**src/rtl/time_set_controller.sv**
```systemverilog
// Digital clock timekeeping core: runs HH:MM:SS on a 1 Hz tick, or freezes it
// while the MODE button walks through hour/minute/second edit fields.
module time_set_controller #(
    parameter int HOUR_MAX = 23,
    parameter int MIN_MAX  = 59
) (
    input  logic       clock,
    input  logic       rst,
    input  logic       tick,
    input  logic       mode_click,
    input  logic       inc_click,
    output logic [4:0] hours,
    output logic [5:0] minutes,
    output logic [5:0] seconds,
    output logic [1:0] mode,
    output logic       blink
);

    // state    | meaning
    // ST_RUN   | counters advance on tick, inc_click ignored
    // ST_SET_H | time frozen, inc_click steps hours
    // ST_SET_M | time frozen, inc_click steps minutes
    // ST_SET_S | time frozen, inc_click steps seconds
    localparam logic [1:0] ST_RUN   = 2'd0;
    localparam logic [1:0] ST_SET_H = 2'd1;
    localparam logic [1:0] ST_SET_M = 2'd2;
    localparam logic [1:0] ST_SET_S = 2'd3;

    localparam logic [4:0] H_LAST = 5'(HOUR_MAX);
    localparam logic [5:0] M_LAST = 6'(MIN_MAX);

    logic [4:0] hours_q, hours_d;
    logic [5:0] minutes_q, minutes_d;
    logic [5:0] seconds_q, seconds_d;
    logic [1:0] mode_q, mode_d;
    logic       blink_q, blink_d;

    logic       hr_wrap, min_wrap, sec_wrap;
    logic [4:0] hr_inc;
    logic [5:0] min_inc, sec_inc;

    always_comb begin
        // ">=" rather than "==" so an out-of-range field recovers to 0
        hr_wrap  = (hours_q >= H_LAST);
        min_wrap = (minutes_q >= M_LAST);
        sec_wrap = (seconds_q >= M_LAST);
        hr_inc   = hr_wrap  ? 5'd0 : hours_q + 5'd1;
        min_inc  = min_wrap ? 6'd0 : minutes_q + 6'd1;
        sec_inc  = sec_wrap ? 6'd0 : seconds_q + 6'd1;

        hours_d   = hours_q;
        minutes_d = minutes_q;
        seconds_d = seconds_q;
        mode_d    = mode_click ? mode_q + 2'd1 : mode_q;

        case (mode_q)
            ST_RUN: begin
                if (tick) begin
                    seconds_d = sec_inc;
                    if (sec_wrap) begin
                        minutes_d = min_inc;
                        if (min_wrap) hours_d = hr_inc;
                    end
                end
            end
            ST_SET_H: if (inc_click) hours_d   = hr_inc;
            ST_SET_M: if (inc_click) minutes_d = min_inc;
            ST_SET_S: if (inc_click) seconds_d = sec_inc;
            default: ;
        endcase

        if (mode_click || mode_q == ST_RUN) blink_d = 1'b0;
        else if (tick)                      blink_d = ~blink_q;
        else                                blink_d = blink_q;
    end

    always_ff @(posedge clock) begin
        if (rst) begin
            hours_q   <= '0;
            minutes_q <= '0;
            seconds_q <= '0;
            mode_q    <= ST_RUN;
            blink_q   <= 1'b0;
        end else begin
            hours_q   <= hours_d;
            minutes_q <= minutes_d;
            seconds_q <= seconds_d;
            mode_q    <= mode_d;
            blink_q   <= blink_d;
        end
    end

    assign hours   = hours_q;
    assign minutes = minutes_q;
    assign seconds = seconds_q;
    assign mode    = mode_q;
    assign blink   = blink_q;

endmodule

```
**config.mk**
```make
export PLATFORM = sky130hd
export DESIGN_NAME = time_set_controller
export DESIGN_NICKNAME = d
export VERILOG_FILES = /design/src/rtl/time_set_controller.sv
export SDC_FILE = /design/constraint.sdc
export NUM_CORES = 1
export LEC_CHECK = 0
export ABC_AREA = 1
export BUFFER_PORTS_ARGS = -buffer_cell sky130_fd_sc_hd__clkbuf_2
export CAP_MARGIN = 5
export CORE_MARGIN = 2
export CORE_UTILIZATION = 50
export CTS_CLUSTER_DIAMETER = 40
export DETAILED_ROUTE_END_ITERATION = 8
export GPL_TIMING_DRIVEN = 1
export PLACE_DENSITY = 0.74
export SETUP_SLACK_MARGIN = 0.1
export SLEW_MARGIN = 20
export SYNTH_ARGS = -nofsm -noshare
export SYNTH_HDL_FRONTEND = slang
export SYNTH_SLANG_ARGS = --single-unit
```
**constraint.sdc**
```tcl
create_clock -name clock -period 3 [get_ports clock]
set_clock_uncertainty 0.05 [all_clocks]
set_input_delay 0.6 -clock clock [delete_from_list [all_inputs] [get_ports clock]]
set_output_delay 0.6 -clock clock [all_outputs]
set_load 0.05 [all_outputs]
```
==> impl_results.html <==
<table>
<tr><th>Metric</th><th>Value</th></tr>
<tr><th colspan="2">Global route</th></tr>
<tr><td>Met3 Resource Use GR</td><td>2.57%</td></tr>
<tr><td>Via count of the first global-routing pass</td><td>~1000</td></tr>
<tr><td>Global-route layer with the greatest usage</td><td>met2</td></tr>
<tr><td>Global-route wire length before repair</td><td>about 4200 um</td></tr>
<tr><td>Global-route met2 utilization</td><td>roughly a third</td></tr>
<tr><td>GR met1 Demand/Resource</td><td>27.3%</td></tr>
<tr><td>Maximum number of pins on one net before global-route repair</td><td>14</td></tr>
<tr><td>Total congestion overflow after global routing</td><td>0</td></tr>
<tr><td>Number of antenna violations at the first check in global routing</td><td>0</td></tr>
<tr><td>Overall routing resource usage</td><td>20.1%</td></tr>
<tr><th colspan="2">Synth</th></tr>
<tr><td>Multiplexer fraction of the synthesized cell area</td><td>0%</td></tr>
<tr><td>Adder-cell share of the synthesized area</td><td>~7.5%</td></tr>
<tr><td>Proportion of register bits with asynchronous set or reset after synthesis</td><td>0%</td></tr>
<tr><td>Fraction of post-synthesis cell area in the top cell type by area</td><td>between 30 and 40%</td></tr>
<tr><td>Syn Std Cell Area</td><td>approximately 0.0012 sq mm</td></tr>
<tr><td>Number of distinct library cell variants in the gate-level netlist after synthesis</td><td>25</td></tr>
<tr><td>Most frequent cells after synthesis</td><td>sky130_fd_sc_hd__nand2_1 (38), sky130_fd_sc_hd__inv_1 (23), sky130_fd_sc_hd__nor2_1 (21)</td></tr>
<tr><td>Post-synthesis sequential element count</td><td>20</td></tr>
<tr><td>Number of cells produced by synthesis</td><td>approximately 170</td></tr>
<tr><td>Count of flip-flops with a built-in enable after synthesis</td><td>0</td></tr>
<tr><td>Post-synthesis share of cell area spent on and, or, nand and nor gates</td><td>34.2%</td></tr>
<tr><td>Synthesis warning total</td><td>0</td></tr>
<tr><td>Largest cells by area after synthesis</td><td>sky130_fd_sc_hd__dfxtp_1 (34%), sky130_fd_sc_hd__nand2_1 (12%), sky130_fd_sc_hd__a21oi_1 (8.1%)</td></tr>
<tr><td>Sequential share of the synthesized area</td><td>34.1%</td></tr>
<tr><td>Main combinational cell family by area after synthesis</td><td>simple AND/OR/NAND/NOR gates</td></tr>
<tr><td>Post-synthesis area per instance</td><td>a little under 7 sq um</td></tr>
<tr><td>Post-synthesis share of cell area spent on xor and xnor gates</td><td>roughly 3.7%</td></tr>
<tr><td>Top_reg_cell synth</td><td>sky130_fd_sc_hd__dfxtp_1</td></tr>
<tr><td>Top-count cell post-synth</td><td>sky130_fd_sc_hd__nand2_1</td></tr>
<tr><td>Post-Synthesis Net Count</td><td>between 150 and 200</td></tr>
<tr><td>Compound-Gate Fraction of Synth Area</td><td>12.0%</td></tr>
<tr><td>Library cell occupying the most area in the post-synthesis netlist</td><td>sky130_fd_sc_hd__dfxtp_1</td></tr>
<tr><th colspan="2">Drt</th></tr>
<tr><td>Initial detailed-routing violation count</td><td>29</td></tr>
<tr><td>Routed wire length</td><td>about 2400 um</td></tr>
<tr><td>Via count</td><td>approximately 1200</td></tr>
<tr><td>Detailed-route DRC error count</td><td>0</td></tr>
<tr><td>Via density per instance</td><td>between 5 and 6</td></tr>
<tr><td>Average wire per cell in the routed design</td><td>between 10 and 15 um</td></tr>
<tr><td>Number of search-and-repair iterations in the first detailed-routing pass</td><td>4</td></tr>
<tr><td>Post-route antenna net violation count</td><td>0</td></tr>
<tr><th colspan="2">Power and ir drop</th></tr>
<tr><td>Power Internal</td><td>slightly above 400 uW</td></tr>
<tr><td>Cell area power density</td><td>470 mW/mm^2</td></tr>
<tr><td>Maximum vdd ir drop</td><td>roughly 0.00034 V</td></tr>
<tr><td>Relative contribution of sequential cells to total power</td><td>47.0%</td></tr>
<tr><td>Leak</td><td>about 0.0006 uW</td></tr>
<tr><td>Logic gate share of total power</td><td>around 28%</td></tr>
<tr><td>Clock network fraction of total power</td><td>24.8%</td></tr>
<tr><td>Switching share of power</td><td>36.6%</td></tr>
<tr><td>Total net switching power</td><td>between 200 and 250 uW</td></tr>
<tr><th colspan="2">Timing</th></tr>
<tr><td>Actual slew at the worst max-slew pin</td><td>approximately 0.33 ns</td></tr>
<tr><td>Slew margin rel.</td><td>approximately 78%</td></tr>
<tr><td>Setup repair after global routing missed its margin</td><td>no</td></tr>
<tr><td>Hold Vio Cnt, Final</td><td>0</td></tr>
<tr><td>Total negative slack for setup checks</td><td>0 ns</td></tr>
<tr><td>Final max-slew violation count</td><td>0</td></tr>
<tr><td>Post-layout minimum cycle time</td><td>1.81 ns</td></tr>
<tr><td>FMAX</td><td>approximately 550 MHz</td></tr>
<tr><td>Post-route fraction of the period consumed by the critical path</td><td>60.5%</td></tr>
<tr><td>Setup violations, final</td><td>0</td></tr>
<tr><th colspan="2">Setup path</th></tr>
<tr><td>Category of cells accounting for the largest share of critical-path delay</td><td>flip-flops</td></tr>
<tr><td>Crit Path Max Fanout</td><td>9</td></tr>
<tr><td>Cell chain of the critical path</td><td>clkbuf_2</td></tr>
<tr><td>Worst-case reg-to-reg path depth</td><td>9</td></tr>
<tr><td>Cell type of the slowest stage on the worst timing path</td><td>sky130_fd_sc_hd__dfxtp_1</td></tr>
<tr><td>Crit path buffers/inverters</td><td>1</td></tr>
<tr><td>Launching element of the worst setup path</td><td>hours[2]</td></tr>
<tr><td>Largest stage delay on the critical path</td><td>between 0.5 and 0.6 ns</td></tr>
<tr><td>Setup CP Type</td><td>reg -&gt; out</td></tr>
<tr><td>Sort of element at the end of the critical path</td><td>primary output</td></tr>
<tr><td>Startpoint of the lowest-slack register-to-register path</td><td>mode[0]</td></tr>
<tr><td>Startpoint type of the worst setup path</td><td>register</td></tr>
<tr><td>Critical path arrival</td><td>~1.2 ns</td></tr>
<tr><td>Req. time, crit path</td><td>~2.4 ns</td></tr>
<tr><td>Critical Path Stages</td><td>1</td></tr>
<tr><th colspan="2">Hold path</th></tr>
<tr><td>Worst hold-check path type</td><td>reg -&gt; reg</td></tr>
<tr><td>Worst Min Path Start</td><td>seconds[5]</td></tr>
<tr><td>Worst hold path stage count</td><td>2</td></tr>
<tr><th colspan="2">Clock tree</th></tr>
<tr><td>H-tree levels</td><td>1</td></tr>
<tr><td>Cell at the root of the clock tree</td><td>sky130_fd_sc_hd__clkbuf_4</td></tr>
<tr><td>CTS tree</td><td>built</td></tr>
<tr><td>Number of clock sinks seen by CTS</td><td>20</td></tr>
<tr><td>Post-CTS Repair Setup Buffers</td><td>0</td></tr>
<tr><td># hold bufs at CTS</td><td>0</td></tr>
<tr><td>Buffers from clock root to sink, at most</td><td>2</td></tr>
<tr><td>Clock latency on the worst-skew pair</td><td>about 0.3 ns</td></tr>
<tr><td>Number of clock buffers inserted by TritonCTS</td><td>3</td></tr>
<tr><td>Post-CTS Resized</td><td>0</td></tr>
<tr><td>Clock-pin slew reported for the worst setup and hold paths after clock tree synthesis</td><td>around 0.12 ns</td></tr>
<tr><th colspan="2">Floorplanning</th></tr>
<tr><td>Number of rows in the core area</td><td>17</td></tr>
<tr><td>Area of the core region</td><td>between 0.002 and 0.0025 sq mm</td></tr>
<tr><td>Die Ht</td><td>52.5 um</td></tr>
<tr><td>Die Outline Area</td><td>0.00275 sq mm</td></tr>
<tr><td>X dimension of the die</td><td>between 50 and 60 um</td></tr>
<tr><td>Initial standard-cell utilization of the core</td><td>a little over half</td></tr>
<tr><td>I/O pin count</td><td>25</td></tr>
<tr><th colspan="2">Outcome</th></tr>
<tr><td>Outcome</td><td>finished, final reports clean</td></tr>
<tr><th colspan="2">Placed design</th></tr>
<tr><td>Final Wtd Congestion</td><td>a little under 0.8</td></tr>
<tr><td>Estimated wirelength of the detail-placed design</td><td>roughly 1900 um</td></tr>
<tr><td>Count of input and output buffers</td><td>24</td></tr>
<tr><th colspan="2">Layout</th></tr>
<tr><td>Utilization of the core after routing</td><td>61.3%</td></tr>
<tr><td>Nets@finish</td><td>210</td></tr>
<tr><td>Area grow syn2layout</td><td>15.6%</td></tr>
<tr><td>Antenna cells</td><td>0</td></tr>
<tr><td>Fraction of layout instances using a drive strength above 1</td><td>roughly 20%</td></tr>
<tr><th colspan="2">Run</th></tr>
<tr><td>Maximum capacitance violations</td><td>0</td></tr>
</table>
-- registers in the layout (all words and copies together) (netlist names) --
register,flops
seconds,6
hours,5
mode,2
minutes,6
blink,1
-- logic make-up (layout without fill, tap and decap cells) --
logic type / Yosys count / count (layout)
flops: 20 / 20
xor+xnor: 5 / 5
fa+ha+maj: 7 / 7
simple gates: 87 / 87
compound gates: 26 / 26
buf+inv: 26 / 52
-- metal layers --
layer / wire length [um] / vias up
li1: - / 603
met5: 0 / -
met1: 1170 / 523
met3: 87 / 4
met2: 1120 / 26
met4: 27 / 0
-- cell type report --
type | instances | area (sq um)
fill | 239 | 856
clock buffer | 4 | 36.3
multi-input combinational | 125 | 674
sequential | 20 | 400
timing repair buffer | 24 | 120
tap | 28 | 35.0
inverter | 24 | 90.1
-- per-stage QoR --
| step | cell area, sq um | total power [uW] | std cells | hold slack, ns | setup WS (ns) |
|---|---|---|---|---|---|
| finish | 1360 | 638 | 225 | 0.427 | 1.19 |
| global route | 1360 | 675 | 225 | 0.454 | 1.07 |
| CTS | 1360 | 645 | 225 | 0.435 | 1.19 |
| detailed placement | 1320 | 486 | 221 | 0.418 | 1.29 |
| global placement | 1320 | 480 | 221 | 0.402 | 1.32 |
| floorplan | 1170 | 446 | 171 | 0.619 | 1.06 |
-- worst paths after layout --
check,slack [ns],endpoint
max,1.19,hours[2]
min,0.43,seconds[5]
max reg2reg,1.27,seconds[5]
min reg2reg,0.43,seconds[5]
-- power groups by stage --
| stage | Clock [uW] | Combinational (uW) | Sequential, uW |
|---|---|---|---|
| after floorplan | 0 | 88.8 | 357 |
| after CTS | 163 | 181 | 300 |
| after detailed placement | 0 | 180 | 306 |
| after global routing | 174 | 198 | 303 |
| final | 158 | 180 | 300 |
| after global placement | 0 | 176 | 304 |
-- worst register-to-register path, stage by stage, from the launching register on --
cell and delay (ns):
sky130_fd_sc_hd__dfxtp_1 0.44, sky130_fd_sc_hd__inv_1 0.09, sky130_fd_sc_hd__ha_1 0.29, sky130_fd_sc_hd__inv_1 0.15
sky130_fd_sc_hd__nor2_4 0.05, sky130_fd_sc_hd__nor3_4 0.25, sky130_fd_sc_hd__nand2_2 0.09, sky130_fd_sc_hd__nor2_2 0.11
sky130_fd_sc_hd__nand2_1 0.06, sky130_fd_sc_hd__a21oi_1 0.11
-- cell usage in the layout, fill, tap and decap left out --
cell type and instances:
sky130_fd_sc_hd__xnor2_1 3, sky130_fd_sc_hd__nor2_2 2, sky130_fd_sc_hd__nor2_1 21, sky130_fd_sc_hd__nand3_1 11
sky130_fd_sc_hd__inv_1 23, sky130_fd_sc_hd__nand2_1 38, sky130_fd_sc_hd__nor3_4 1, sky130_fd_sc_hd__nand3_2 1
sky130_fd_sc_hd__o21ai_1 1, sky130_fd_sc_hd__xor2_1 2, sky130_fd_sc_hd__nor4_1 1, sky130_fd_sc_hd__nor2_4 1
sky130_fd_sc_hd__o21ai_0 3, sky130_fd_sc_hd__dfxtp_1 20, sky130_fd_sc_hd__nand3b_1 1, sky130_fd_sc_hd__nand2_2 2
sky130_fd_sc_hd__clkbuf_8 1, sky130_fd_sc_hd__clkbuf_2 24, sky130_fd_sc_hd__nor3b_1 2, sky130_fd_sc_hd__inv_2 1
sky130_fd_sc_hd__nor3_1 3, sky130_fd_sc_hd__a21oi_1 19, sky130_fd_sc_hd__ha_1 7, sky130_fd_sc_hd__nand4_1 3
sky130_fd_sc_hd__clkbuf_4 3, sky130_fd_sc_hd__o21ai_2 3
No activity file was read; power rests on OpenSTA's default activity.
